--- config.mk ---
export PLATFORM = sky130hd
export DESIGN_NAME = sweep_pwm_driver_flat
export DESIGN_NICKNAME = d
export VERILOG_FILES = /design/src/rtl/sweep_pkg.sv /design/src/rtl/sweep_pwm_driver_if.sv /design/src/rtl/sweep_pwm_driver_channel.sv /design/src/rtl/sweep_pwm_driver.sv /design/src/flat_wrapper.sv
export SDC_FILE = /design/constraint.sdc
export NUM_CORES = 1
export LEC_CHECK = 0
export CAP_MARGIN = 20
export CELL_PAD_IN_SITES_DETAIL_PLACEMENT = 0
export CELL_PAD_IN_SITES_GLOBAL_PLACEMENT = 1
export CORE_MARGIN = 4
export CORE_UTILIZATION = 47
export DETAILED_ROUTE_END_ITERATION = 16
export GPL_TIMING_DRIVEN = 0
export PLACE_DENSITY_LB_ADDON = 0.2
export RECOVER_POWER = 25
export SLEW_MARGIN = 20
export SYNTH_ARGS = -nofsm -noshare
export SYNTH_HDL_FRONTEND = slang
export SYNTH_SLANG_ARGS = --single-unit
--- constraint.sdc ---
create_clock -name clk_i -period 2.8 [get_ports clk_i]
set_clock_uncertainty 0.05 [all_clocks]
set_input_delay 0.42 -clock clk_i [delete_from_list [all_inputs] [get_ports clk_i]]
set_output_delay 0.42 -clock clk_i [all_outputs]
set_load 0.02 [all_outputs]
--- src/rtl/sweep_pkg.sv ---
// Shared types and helpers for the sweep pulse generator: FSM encoding,
// select width / step size derivation and the per-channel threshold rule.
package sweep_pkg;

  typedef enum logic [1:0] {
    ST_IDLE  = 2'b00,
    ST_START = 2'b01,
    ST_RUN   = 2'b10
  } state_t;

  // Bits needed to encode 0..steps, so the "always on" step is representable.
  function automatic int sel_width(input int steps);
    return $clog2(steps + 1);
  endfunction

  function automatic int step_size(input int period_width, input int steps);
    return (1 << period_width) / steps;
  endfunction

  function automatic int step_clamp(input int sel, input int steps);
    return (sel > steps) ? steps : sel;
  endfunction

  // The top step is pinned to the full period so it stays on even when
  // the period does not divide evenly by the number of steps.
  function automatic int threshold(input int sel, input int steps, input int period_width);
    int s;
    s = step_clamp(sel, steps);
    if (s == steps) return 1 << period_width;
    return s * step_size(period_width, steps);
  endfunction

endpackage

--- src/rtl/sweep_pwm_driver_if.sv ---
// Control/observation bundle of sweep_pwm_driver: enable, update strobe,
// per-channel mask/select in; PWM pulses, period tick, busy and FSM state out.
interface sweep_pwm_driver_if #(
  parameter int WIDTH     = 4,
  parameter int SEL_WIDTH = 3
);
  import sweep_pkg::*;

  // set_i is a one-cycle strobe with no back-pressure: the block accepts
  // mask_i/select_i on every cycle set_i is high outside IDLE.
  logic                       en_i;
  logic                       set_i;
  logic [WIDTH-1:0]           mask_i;
  logic [SEL_WIDTH*WIDTH-1:0] select_i;
  logic [WIDTH-1:0]           pulse_o;
  logic                       tick_o;
  logic                       busy_o;
  state_t                     state_o;

  modport master (
    output en_i, set_i, mask_i, select_i,
    input  pulse_o, tick_o, busy_o, state_o
  );

  modport slave (
    input  en_i, set_i, mask_i, select_i,
    output pulse_o, tick_o, busy_o, state_o
  );

endinterface

--- src/rtl/sweep_pwm_driver_channel.sv ---
// One PWM channel: active mask/select, threshold compare against the shared
// phase counter, and the registered pulse output.
module pwm_channel
  import sweep_pkg::*;
#(
  parameter int FREQ_STEPS   = 4,
  parameter int PERIOD_WIDTH = 8,
  parameter int SEL_WIDTH    = 3
) (
  input  logic                    clk_i,
  input  logic                    arstn_i,
  input  logic                    clr,
  input  logic                    load,
  input  logic                    load_mask,
  input  logic [SEL_WIDTH-1:0]    load_sel,
  input  logic [PERIOD_WIDTH-1:0] phase,
  output logic                    pulse
);

  logic                  act_mask;
  logic [SEL_WIDTH-1:0]  act_sel;
  logic [PERIOD_WIDTH:0] thr;

  always_comb begin
    thr = (PERIOD_WIDTH+1)'(threshold(int'(act_sel), FREQ_STEPS, PERIOD_WIDTH));
  end

  always_ff @(posedge clk_i or negedge arstn_i) begin
    if (!arstn_i) begin
      act_mask <= 1'b0;
      act_sel  <= '0;
      pulse    <= 1'b0;
    end else if (clr) begin
      act_mask <= 1'b0;
      act_sel  <= '0;
      pulse    <= 1'b0;
    end else begin
      pulse <= act_mask & ({1'b0, phase} < thr);
      if (load) begin
        act_mask <= load_mask;
        act_sel  <= load_sel;
      end
    end
  end

endmodule

--- src/rtl/sweep_pwm_driver.sv ---
// Multi-channel PWM driver paced by a prescaled phase counter; emits tick_o at
// each period end. Define SWEEP_PWM_SYNC_UPDATE_EN to defer updates to period end.
module sweep_pwm_driver
  import sweep_pkg::*;
#(
  parameter int WIDTH        = 4,
  parameter int FREQ_STEPS   = 4,
  parameter int PERIOD_WIDTH = 8,
  parameter int PRESCALE     = 16
) (
  input logic              clk_i,
  input logic              arstn_i,
  sweep_pwm_driver_if.slave bus
);

  localparam int SEL_WIDTH = sel_width(FREQ_STEPS);
  localparam int PRE_W     = (PRESCALE > 1) ? $clog2(PRESCALE) : 1;
  localparam logic [PRE_W-1:0] PRE_LAST = PRE_W'(PRESCALE - 1);

  state_t                     state;
  state_t                     state_nxt;
  logic [PRE_W-1:0]           presc;
  logic [PERIOD_WIDTH-1:0]    phase;
  logic [WIDTH-1:0]           sh_mask;
  logic [SEL_WIDTH*WIDTH-1:0] sh_sel;
  logic                       tick_q;
  logic                       clr;
  logic                       pe;
  logic                       load;
  logic                       wr_shadow;
  logic [WIDTH-1:0]           ld_mask;
  logic [SEL_WIDTH*WIDTH-1:0] ld_sel;
  logic [WIDTH-1:0]           pulse;

  always_ff @(posedge clk_i or negedge arstn_i) begin
    if (!arstn_i) state <= ST_IDLE;
    else          state <= state_nxt;
  end

  always_comb begin
    state_nxt = state;
    clr       = 1'b0;
    pe        = 1'b0;
    load      = 1'b0;
    wr_shadow = 1'b0;

    case (state)
      ST_IDLE:  state_nxt = ST_START;
      ST_START: state_nxt = ST_RUN;
      ST_RUN:   state_nxt = ST_RUN;
      default:  state_nxt = ST_IDLE;
    endcase
    if (!bus.en_i) state_nxt = ST_IDLE;

    // Dropping enable clears everything on the same edge that enters IDLE.
    clr       = !bus.en_i || (state == ST_IDLE);
    pe        = (state == ST_RUN) && (presc == PRE_LAST) && (&phase);
    wr_shadow = bus.set_i && !clr;
`ifdef SWEEP_PWM_SYNC_UPDATE_EN
    load      = !clr && ((state == ST_START) || pe);
`else
    load      = !clr && ((state == ST_START) || bus.set_i);
`endif
  end

  // A strobe coinciding with the load point bypasses the shadow copy.
  assign ld_mask = bus.set_i ? bus.mask_i   : sh_mask;
  assign ld_sel  = bus.set_i ? bus.select_i : sh_sel;

  always_ff @(posedge clk_i or negedge arstn_i) begin
    if (!arstn_i) begin
      presc <= '0;
      phase <= '0;
    end else if (clr || (state == ST_START)) begin
      presc <= '0;
      phase <= '0;
    end else if (presc == PRE_LAST) begin
      presc <= '0;
      phase <= phase + 1'b1;
    end else begin
      presc <= presc + 1'b1;
    end
  end

  always_ff @(posedge clk_i or negedge arstn_i) begin
    if (!arstn_i) begin
      sh_mask <= '0;
      sh_sel  <= '0;
    end else if (clr) begin
      sh_mask <= '0;
      sh_sel  <= '0;
    end else if (wr_shadow) begin
      sh_mask <= bus.mask_i;
      sh_sel  <= bus.select_i;
    end
  end

  always_ff @(posedge clk_i or negedge arstn_i) begin
    if (!arstn_i) tick_q <= 1'b0;
    else          tick_q <= !clr && pe;
  end

  for (genvar j = 0; j < WIDTH; j++) begin : g_ch
    pwm_channel #(
      .FREQ_STEPS   (FREQ_STEPS),
      .PERIOD_WIDTH (PERIOD_WIDTH),
      .SEL_WIDTH    (SEL_WIDTH)
    ) u_ch (
      .clk_i     (clk_i),
      .arstn_i   (arstn_i),
      .clr       (clr),
      .load      (load),
      .load_mask (ld_mask[j]),
      .load_sel  (ld_sel[j*SEL_WIDTH +: SEL_WIDTH]),
      .phase     (phase),
      .pulse     (pulse[j])
    );
  end

  assign bus.pulse_o = pulse;
  assign bus.tick_o  = tick_q;
  assign bus.busy_o  = (state == ST_RUN);
  assign bus.state_o = state;

endmodule

--- src/flat_wrapper.sv ---
// flat-port wrapper written by rule: the top's interface ports become plain ports
module sweep_pwm_driver_flat import sweep_pkg::*;
#(
  parameter int WIDTH        = 4,
  parameter int FREQ_STEPS   = 4,
  parameter int PERIOD_WIDTH = 8,
  parameter int PRESCALE     = 16
)
  (clk_i, arstn_i, bus_en_i, bus_set_i, bus_mask_i, bus_select_i, bus_pulse_o, bus_tick_o, bus_busy_o, bus_state_o);
  sweep_pwm_driver_if #(.WIDTH(WIDTH), .SEL_WIDTH((3))) bus_i ();
  input logic clk_i;
  input logic arstn_i;
  input wire logic [$bits(bus_i.en_i)-1:0] bus_en_i;
  input wire logic [$bits(bus_i.set_i)-1:0] bus_set_i;
  input wire logic [$bits(bus_i.mask_i)-1:0] bus_mask_i;
  input wire logic [$bits(bus_i.select_i)-1:0] bus_select_i;
  output wire logic [$bits(bus_i.pulse_o)-1:0] bus_pulse_o;
  output wire logic [$bits(bus_i.tick_o)-1:0] bus_tick_o;
  output wire logic [$bits(bus_i.busy_o)-1:0] bus_busy_o;
  output wire logic [$bits(bus_i.state_o)-1:0] bus_state_o;
  assign bus_i.en_i = bus_en_i;
  assign bus_i.set_i = bus_set_i;
  assign bus_i.mask_i = bus_mask_i;
  assign bus_i.select_i = bus_select_i;
  assign bus_pulse_o = bus_i.pulse_o;
  assign bus_tick_o = bus_i.tick_o;
  assign bus_busy_o = bus_i.busy_o;
  assign bus_state_o = bus_i.state_o;
  sweep_pwm_driver #(.WIDTH(WIDTH), .FREQ_STEPS(FREQ_STEPS), .PERIOD_WIDTH(PERIOD_WIDTH), .PRESCALE(PRESCALE)) u_core (.clk_i(clk_i), .arstn_i(arstn_i), .bus(bus_i));
endmodule
==> key figures, run 1 <==
Outcome
  • Status: complete, no violations

Setup path
  • Crit Reg-Reg Endpoint: u_core.phase[7]
  • CP max-delay cell: clkdlybuf4s50_1
  • Worst setup endpoint: bus_busy_o
  • Crit path capture type: primary output
  • Max stage delay on crit path: 0.61 ns
  • CP Data Arrival Time: 1.57 ns
  • Reg2reg start: u_core.bus.state_o[0]
  • Setup crit start kind: register
  • CP Class: reg2out
  • Crit path cell chain: inv_1 > ha_1 > clkdlybuf4s50_1
  • R2r setup slk: 0.93 ns
  • CP Launch Point: u_core.bus.state_o[0]
  • Register-to-Register Path Depth: 6
  • Max FO, Critical Path: 3
  • Worst Path Required: 2.33 ns

Power
  • Sequential share of power: 53.4%
  • P_int: 1.08 mW
  • Leak: 1.26 nW
  • Sw frac: 27.5%
  • VDD IR max: 0.324 mV
  • NetSw: 0.409 mW
  • Pwr Density: 520 mW/mm2
  • Combinational cell fraction of total power: 17.7%
  • Clk network pwr share: 28.9%
  • Design Power: 1.49 mW

Placement
  • Post-detail-place hpwl: 3.33 mm
  • RePlAce Congestion: 0.766
  • Placed inst area: 0.00278 mm2
  • I/O Buffers: 26
  • Setup WS pre-CTS: 0.568 ns

CTS
  • Num CTS Buffers: 5
  • Post-CTS Resized: 0
  • Clk sink count: 51
  • Root buffer cell: clkbuf_8
  • Clk slew on worst S/H paths: 0.09 ns
  • Worst-case clock buffer depth: 2
  • CTS tree: yes
  • Clock Latency Late Sink: 0.30 ns
  • Postcts setup bufs: 0
  • Hold_buf cts: 0
  • H-tree depth: 2

Route
  • DR pass1 iterations: 4
  • Final ANT Viol Nets: 0
  • Routed vias/inst: 5.15
  • Avg WL per Cell: 14.5 um
  • DRC errors left: 0
  • Total wire length: 4.87 mm
  • DR iter-0 viols: 94
  • Vias: 1734

Floorplanning
  • Die area: 0.00641 mm2
  • Die Y: 80.1 um
  • Starting Density: 50.0%
  • Die width: 80.1 um
  • # IOs: 28
  • Core ar.: 0.00488 mm2
  • Rows: 25

Yosys
  • Post-synth top area share: 52.3%
  • Flops & latches, synth: 51
  • Warnings from Yosys: 0
  • Post-Syn Nets: 266
  • Cell count after synthesis: 237
  • Sequential-to-total area share from yosys stat: 52.3%
  • Synth cell types: 29
  • Top cells by area, synth: dfrtp_1 52%, nand2b_1 6.7%, mux2i_1 6.6%
  • Synth Area per Inst: 10.3 um2
  • Synthesized area: 0.00244 mm2
  • Synth area leader: dfrtp_1

Timing
  • Setup Viol. Count Final: 0
  • Max Fclk: 490 MHz
  • RSZ-0062 raised after global routing: false
  • Min Tclk post-route: 2.04 ns
  • Final period util: 72.8%
  • Worst setup margin: 0.761 ns
  • Setup TNS: 0 ns
  • Rel. slew slack: 16.0%
  • Slew Viols, Final: 0
  • Final hold vios: 0
  • Worst-margin pin slew: 1.26 ns

Min path
  • Type of the most critical hold path: in2async

Cells and area
  • Nets: 299
  • Number of diodes: 0
  • Filler Cell Count: 468
  • Final cell area excluding filler cells: 0.00287 mm2
  • Area of the multi-input gates: 0.00107 mm2
  • FF/Latch Area: 0.00128 mm2
  • Share of post-route cells with drive strength above 1: 6.67%
  • Layout area overhead: 17.5%

Flow run
  • Maxcap violations: 0

Global routing
  • Overall routing resource usage: 16.8%
  • Met2 Track Usage GR: 25.8%
  • First-pass GRT wire length: 8.20 mm
  • Largest net degree at the start of global routing: 52
  • Vias in the first global route: 1675
  • Met3 usage: 4.15%
  • GR Layer Usage met1: 23.6%
  • Initial antenna violation count: 0
  • Gr ovfl total: 0
  • Global routing's busiest layer: met2
cell families (layout without fill, tap and decap cells):
group | Yosys count | count (layout) | share of synthesized area, %
flops | 51 | 51 | 52.3
fa+ha+maj | 9 | 9 | 4.62
mux | 16 | 16 | 6.56
compound gates | 54 | 54 | 13.7
simple gates | 84 | 84 | 17.7
buf+inv | 20 | 53 | 3.95
xor+xnor | 3 | 3 | 1.08
state kept, by name, summed over array words and instances, names as in the netlist:
name	cells
u_core.bus.tick_o	1
u_core.g_ch.u_ch.pulse	4
u_core.presc	4
u_core.g_ch.u_ch.act_sel	12
u_core.sh_mask	4
u_core.bus.state_o	2
u_core.phase	8
u_core.sh_sel	12
u_core.g_ch.u_ch.act_mask	4
synth_stat cells:
| master | instances |
|---|---|
| nor4_1 | 1 |
| nand4b_1 | 1 |
| or3_1 | 2 |
| clkbuf_1 | 7 |
| or3_2 | 1 |
| nand3_2 | 1 |
| o211a_1 | 4 |
| o31ai_1 | 2 |
| nand2_1 | 20 |
| nand2b_1 | 26 |
| buf_4 | 5 |
| ha_1 | 9 |
| nor2_1 | 20 |
| mux2i_1 | 16 |
| inv_1 | 5 |
| buf_2 | 2 |
| nand3_1 | 2 |
| or4_1 | 2 |
| nor3_1 | 1 |
| nand4_1 | 3 |
| and2_1 | 2 |
| dfrtp_1 | 51 |
| xnor2_1 | 3 |
| nor2b_1 | 1 |
| a21oi_1 | 28 |
| buf_1 | 1 |
| and3_2 | 1 |
| o21a_1 | 16 |
| o21ai_0 | 4 |
routing by layer:
metal | up-vias | wire length (um)
met5 | - | 0
met4 | 0 | 59
met3 | 5 | 170
met2 | 23 | 2260
met1 | 831 | 2380
li1 | 875 | -
critical path: cells and delay by family (launching register included):
family / cells / cell delay (ns)
buffers and inverters: 2 / 0.70
DFF: 1 / 0.40
adders and majority gates: 1 / 0.18
stage by stage:
stage	util, %	std cells	hold WS [ns]
final	58.7	337	0.323
after global routing	58.7	337	0.445
after CTS	58.8	337	0.112
after detailed placement	57.0	330	0.442
after global placement	57.1	330	0.437
after floorplan	-	237	0.0744
cell type report:
| cell class | count | share of cell area [%] |
|---|---|---|
| Sequential cell | 51 | 44.5 |
| Tap cell | 67 | 2.92 |
| Inverter | 5 | 0.655 |
| Clock inverter | 1 | 0.175 |
| Clock buffer | 6 | 2.88 |
| Timing Repair Buffer | 26 | 8.90 |
| Multi-Input combinational cell | 166 | 37.2 |
| Buffer | 15 | 2.71 |
cell usage in the layout, fill, tap and decap left out, types with 3 or more instances in the layout:
master           count
nand2_1             20
inv_1                5
clkbuf_1             7
xnor2_1              3
o21ai_0              4
o21a_1              16
nor2_1              20
nand4_1              3
mux2i_1             16
clkbuf_8             6
clkdlybuf4s50_1     25
o211a_1              4
dfrtp_1             51
ha_1                 9
nand2b_1            26
buf_4                5
a21oi_1             28
worst min path at each step:
stage	endpoint	slack, ns
after detailed placement	u_core.phase[4]	0.44
after CTS	u_core.phase[4]	0.11
final	u_core.phase[3]	0.32
after global placement	u_core.presc[0]	0.44
after global routing	u_core.sh_mask[0]	0.44
after floorplan	u_core.bus.state_o[0]	0.07
power groups by stage:
stage / Combinational, mW / Clock (mW) / Sequential [mW]
after detailed placement: 0.267 / 0 / 0.811
after global placement: 0.267 / 0 / 0.809
final: 0.263 / 0.431 / 0.796
after floorplan: 0.161 / 0 / 0.811
after CTS: 0.268 / 0.445 / 0.796
after global routing: 0.295 / 0.469 / 0.801
(Power assumes the default switching activity.)
==> run 2, diff against run 1 <==
- CORE_UTILIZATION: 47 -> 43
- clock period: 2.8 -> 2.1 ns (I/O delays scaled with it)
==> key figures, run 2 (synthesis gave the netlist of run 1 again) <==
Floorplanning
  • Die Y: 83.3 um (+4.1%)
  • Core ar.: 0.00551 mm2 (+13%)
  • Die area: 0.00694 mm2 (+8.3%)
  • Starting Density: 44.3% (-5.7 points)
  • # IOs: 28 (unchanged)
  • Rows: 27 (+8.0%)
  • Die width: 83.3 um (+4.1%)

Route
  • DR pass1 iterations: 5 (+1)
  • Vias: 1734 (unchanged)
  • Avg WL per Cell: 14.7 um (+2.0%)
  • Final ANT Viol Nets: 0 (unchanged)
  • DRC errors left: 0 (unchanged)
  • DR iter-0 viols: 55 (-41%)
  • Total wire length: 5.06 mm (+3.8%)
  • Routed vias/inst: 5.06 (-1.7%)

Power
  • Clk network pwr share: 28.8% (about the same)
  • Leak: 1.26 nW (about the same)
  • Combinational cell fraction of total power: 17.9% (+0.2 points)
  • Design Power: 1.99 mW (+33%)
  • Sequential share of power: 53.4% (about the same)
  • P_int: 1.42 mW (+31%)
  • Sw frac: 28.7% (+1.2 points)
  • NetSw: 0.570 mW (+39%)
  • VDD IR max: 0.357 mV (+10%)
  • Pwr Density: 691 mW/mm2 (+33%)

Setup path
  • CP delay by family, top: buffers and inverters
  • CP Class: reg2out
  • CP Data Arrival Time: 1.59 ns (+0.02 ns)
  • CP max-delay cell: clkdlybuf4s50_1
  • Buf/Inv on CP: 2 (unchanged)
  • Register-to-Register Path Depth: 6 (unchanged)
  • Max FO, Critical Path: 3 (unchanged)
  • Crit path cell chain: inv_1 > ha_1 > clkdlybuf4s50_1
  • Crit Reg-Reg Endpoint: u_core.phase[4]
  • Crit path capture type: primary output
  • Max stage delay on crit path: 0.62 ns (about the same)
  • R2r setup slk: 0.20 ns (-0.73 ns)
  • Setup crit start kind: register
  • Worst Path Required: 1.74 ns (-0.59 ns)
  • Reg2reg start: u_core.bus.state_o[0]

Cells and area
  • FF/Latch Area: 0.00128 mm2 (unchanged)
  • Filler Cell Count: 514 (+9.8%)
  • Final core utilization: 52.2% (-6.6 points)
  • Area of the multi-input gates: 0.00107 mm2 (unchanged)
  • Share of post-route cells with drive strength above 1: 7.01% (+0.34 points)
  • Most frequent cells in the layout: 51 x dfrtp_1, 28 x a21oi_1, 26 x nand2b_1, 25 x clkdlybuf4s50_1
  • Nets: 299 (unchanged)
  • Commonest non-fill, non-tap cell in the layout: dfrtp_1
  • Number of diodes: 0 (unchanged)
  • Top flop regs: u_core.g_ch.u_ch.act_sel (12), u_core.sh_sel (12), u_core.phase (8)
  • Layout area overhead: 17.7%

CTS
  • Hold_buf cts: 0 (unchanged)
  • Postcts setup bufs: 0 (unchanged)
  • H-tree depth: 2 (unchanged)
  • Root buffer cell: clkbuf_8
  • Clk sink count: 51 (unchanged)
  • Clk slew on worst S/H paths: 0.09 ns (about the same)
  • CTS tree: yes
  • Clock Latency Late Sink: 0.30 ns (about the same)
  • Worst-case clock buffer depth: 2 (unchanged)
  • Num CTS Buffers: 5 (unchanged)
  • Post-CTS Resized: 0 (unchanged)

Timing
  • Final period util: 93.1%
  • Worst setup margin: 0.145 ns (-0.616 ns)
  • Max Fclk: 512 MHz
  • Min Tclk post-route: 1.95 ns
  • Worst hold slack: 0.235 ns (-0.0881 ns)
  • Final hold vios: 0 (unchanged)
  • Setup Viol. Count Final: 0 (unchanged)
  • Worst-margin pin slew: 1.31 ns (+0.0520 ns)
  • Slew Viols, Final: 0 (unchanged)
  • RSZ-0062 raised after global routing: false
  • Rel. slew slack: 12.6% (-3.5 points)

Outcome
  • Status: complete, no violations

Placement
  • Post-detail-place hpwl: 3.38 mm (+1.6%)
  • I/O Buffers: 26 (unchanged)
  • RePlAce Congestion: 0.727 (-5.1%)
  • Setup WS pre-CTS: -0.0625 ns (-0.631 ns)

Min path
  • Type of the most critical hold path: in2async

Global routing
  • Vias in the first global route: 1762 (+5.2%)
  • Initial antenna violation count: 0 (unchanged)
  • First-pass GRT wire length: 8.51 mm (+3.7%)
  • Gr ovfl total: 0 (unchanged)
  • Overall routing resource usage: 15.4% (-1.4 points)
  • Largest net degree at the start of global routing: 52 (unchanged)

Flow run
  • Maxcap violations: 0 (unchanged)
## run 2: cell count changes in the layout (fill, tap and decap cells not counted), sizes merged
cell / previous run / this run
clkbuf: 14 / 13
clkinv: 1 / 2
inv: 5 / 6
## run 2: per-stage QoR
step | instances | area [um2] | TNS, ns
5_1_grt | 343 | 2870 | 0
6_report | 343 | 2870 | 0
2_1_floorplan | 237 | 2440 | 0
3_3_place_gp | 335 | 2790 | -50.13
3_5_place_dp | 335 | 2790 | -0.0942
4_1_cts | 343 | 2880 | 0
## run 2: layout make-up
type,count,area share (%)
inverter,5,0.653
clock buffer,5,2.40
timing repair buffer,26,8.89
clock inverter,3,0.653
buffer,15,2.70
tap,72,3.14
multi-input combinational,166,37.2
sequential,51,44.4
## run 2: worst max path at each step
stage                     startpoint                             end  slack, ns  depth (start not counted)
4_1_cts        u_core.bus.state_o[0]                      bus_busy_o       0.12                          3
5_1_grt        u_core.bus.state_o[0]                 u_core.phase[4]      0.004                          6
6_report       u_core.bus.state_o[0]                      bus_busy_o       0.15                          3
2_1_floorplan  u_core.bus.state_o[1]    u_core.g_ch[0].u_ch.act_mask       0.50                          7
3_3_place_gp                 arstn_i  u_core.g_ch[2].u_ch.act_sel[2]      -0.98                          1
3_5_place_dp                bus_en_i                 u_core.phase[4]      -0.06                          5
## run 2: power by group through the flow
| stage | Combinational, mW | Sequential, mW | Clock, mW |
|---|---|---|---|
| after global placement | 0.362 | 1.08 | 0 |
| after global routing | 0.396 | 1.07 | 0.647 |
| after detailed placement | 0.362 | 1.08 | 0 |
| after CTS | 0.363 | 1.06 | 0.597 |
| final | 0.355 | 1.06 | 0.572 |
| after floorplan | 0.215 | 1.08 | 0 |
## run 2: metal layers
metal | routed length [um] | track usage (%) | vias to the layer above
met1 | 2380 | 20.0 | 827
met3 | 182 | 3.97 | 4
li1 | - | - | 877
met2 | 2440 | 25.7 | 26
met5 | 0 | 0 | -
met4 | 55 | 3.57 | 0
==> run 3, diff against run 2 <==
- CORE_UTILIZATION: 43 -> 45
- clock period: 2.1 -> 2.4 ns (I/O delays scaled with it)
==> key figures, run 3 (synthesis gave the netlist of run 1 again) <==
Cells and area
  • Share of post-route cells with drive strength above 1: 5.95% (-1.1 points)
  • Nets: 299 (unchanged)
  • Top flop regs: u_core.g_ch.u_ch.act_sel (12), u_core.sh_sel (12), u_core.phase (8)
  • Filler Cell Count: 477 (-7.2%)
  • Most frequent cells in the layout: 51 x dfrtp_1, 28 x a21oi_1, 26 x nand2b_1, 25 x clkdlybuf4s50_1
  • Commonest non-fill, non-tap cell in the layout: dfrtp_1
  • Number of diodes: 0 (unchanged)
  • Final core utilization: 55.2% (+3.0 points)
  • Layout area overhead: 17.0%

Placement
  • I/O Buffers: 26 (unchanged)
  • Setup WS pre-CTS: 0.169 ns (+0.231 ns)
  • Post-detail-place hpwl: 3.30 mm (-2.5%)
  • RePlAce Congestion: 0.729 (+0.39%)

CTS
  • Worst-case clock buffer depth: 2 (unchanged)
  • Clk slew on worst S/H paths: 0.08 ns (about the same)
  • Post-CTS Resized: 0 (unchanged)
  • Clock Latency Late Sink: 0.30 ns (about the same)
  • Postcts setup bufs: 0 (unchanged)
  • Num CTS Buffers: 5 (unchanged)
  • Hold_buf cts: 0 (unchanged)
  • CTS tree: yes
  • Clk sink count: 51 (unchanged)
  • H-tree depth: 2 (unchanged)
  • Root buffer cell: clkbuf_8

Timing
  • Worst hold slack: 0.273 ns (+0.0375 ns)
  • Worst setup margin: 0.411 ns (+0.266 ns)
  • Worst-margin pin slew: 1.27 ns (-0.0430 ns)
  • Min Tclk post-route: 1.99 ns
  • Rel. slew slack: 15.4% (+2.9 points)
  • RSZ-0062 raised after global routing: false
  • Final period util: 82.9%
  • Max Fclk: 503 MHz
  • Final hold vios: 0 (unchanged)
  • Setup Viol. Count Final: 0 (unchanged)
  • Slew Viols, Final: 0 (unchanged)
  • Setup TNS: 0 ns (unchanged)

Global routing
  • Initial antenna violation count: 0 (unchanged)
  • First-pass GRT wire length: 8.07 mm (-5.2%)
  • Overall routing resource usage: 16.1% (+0.73 points)
  • Vias in the first global route: 1619 (-8.1%)
  • Largest net degree at the start of global routing: 52 (unchanged)
  • Gr ovfl total: 0 (unchanged)

Flow run
  • Maxcap violations: 0 (unchanged)

Route
  • Total wire length: 4.84 mm (-4.4%)
  • Avg WL per Cell: 14.3 um (-3.3%)
  • DR pass1 iterations: 4 (-1)
  • Vias: 1720 (-0.81%)
  • DR iter-0 viols: 146 (+170%)
  • Routed vias/inst: 5.07 (+0.36%)
  • Final ANT Viol Nets: 0 (unchanged)
  • DRC errors left: 0 (unchanged)

Setup path
  • Max FO, Critical Path: 3 (unchanged)
  • Crit path capture type: primary output
  • CP Data Arrival Time: 1.58 ns (about the same)
  • CP Class: reg2out
  • Setup crit start kind: register
  • Register-to-Register Path Depth: 6 (unchanged)
  • Worst Path Required: 1.99 ns (+0.25 ns)

Floorplanning
  • Die Y: 81.6 um (-2.0%)
  • Die width: 81.6 um (-2.0%)
  • Die area: 0.00666 mm2 (-4.0%)
  • Core ar.: 0.00517 mm2 (-6.1%)
  • # IOs: 28 (unchanged)
  • Rows: 26 (-3.7%)
  • Starting Density: 47.2% (+2.9 points)

Power
  • Leak: 1.25 nW (-0.88%)
  • VDD IR max: 0.359 mV (+0.54%)
  • Pwr Density: 593 mW/mm2 (-14%)

Min path
  • Type of the most critical hold path: in2async

Outcome
  • Status: complete, no violations
-- run 3: changes by cell type in the layout (fill, tap and decap cells not counted), sizes merged --
cell / previous run / this run
clkinv: 2 / 0
clkbuf: 13 / 14
inv: 6 / 5
-- run 3: report_power, final --
part | internal [mW] | switching, mW | total [mW]
clock network | 0.195 | 0.264 | 0.459
registers | 0.901 | 0.0265 | 0.927
logic | 0.132 | 0.175 | 0.308
total | 1.23 | 0.465 | 1.69
-- run 3: critical path, cell delays in order (launching register included) --
cell	delay, ns
dfrtp_1	0.40
inv_1	0.08
ha_1	0.19
clkdlybuf4s50_1	0.61
-- run 3: final timing paths --
check	endpoint	slack, ns	from
setup reg to reg	u_core.phase[7]	0.48	u_core.bus.state_o[0]
min in group clk_i	u_core.presc[0]	0.45	u_core.presc[0]
hold reg to reg	u_core.presc[0]	0.45	u_core.presc[0]
setup / recovery	bus_busy_o	0.41	u_core.bus.state_o[0]
hold / removal	u_core.phase[3]	0.27	arstn_i
max in group asynchronous	u_core.sh_sel[4]	1.26	arstn_i
-- run 3: through the flow --
stage / instance area (um2) / cells / power (mW)
final: 2860 / 339 / 1.69
after global routing: 2860 / 339 / 1.78
after CTS: 2860 / 339 / 1.72
after detailed placement: 2790 / 333 / 1.26
after global placement: 2790 / 333 / 1.26
after floorplan: 2440 / 237 / 1.13
-- run 3: area by class of cell --
type | count | area, um2 | share of cell area, %
multi-input cells | 166 | 1070 | 37.4
inverters | 5 | 18.8 | 0.657
flip-flops and latches | 51 | 1280 | 44.7
plain buffers | 15 | 77.6 | 2.72
repair buffers | 26 | 255 | 8.94
clock buffers | 6 | 72.6 | 2.54
well taps | 70 | 87.6 | 3.07
-- run 3: layer usage --
metal  up-vias  routed length (um)  GRT usage (%)
met4         0                  63           5.15
met5         -                   0              0
li1        867                   -              -
met3         5                 177           3.40
met2        25                2280           25.7
met1       823                2320           22.1
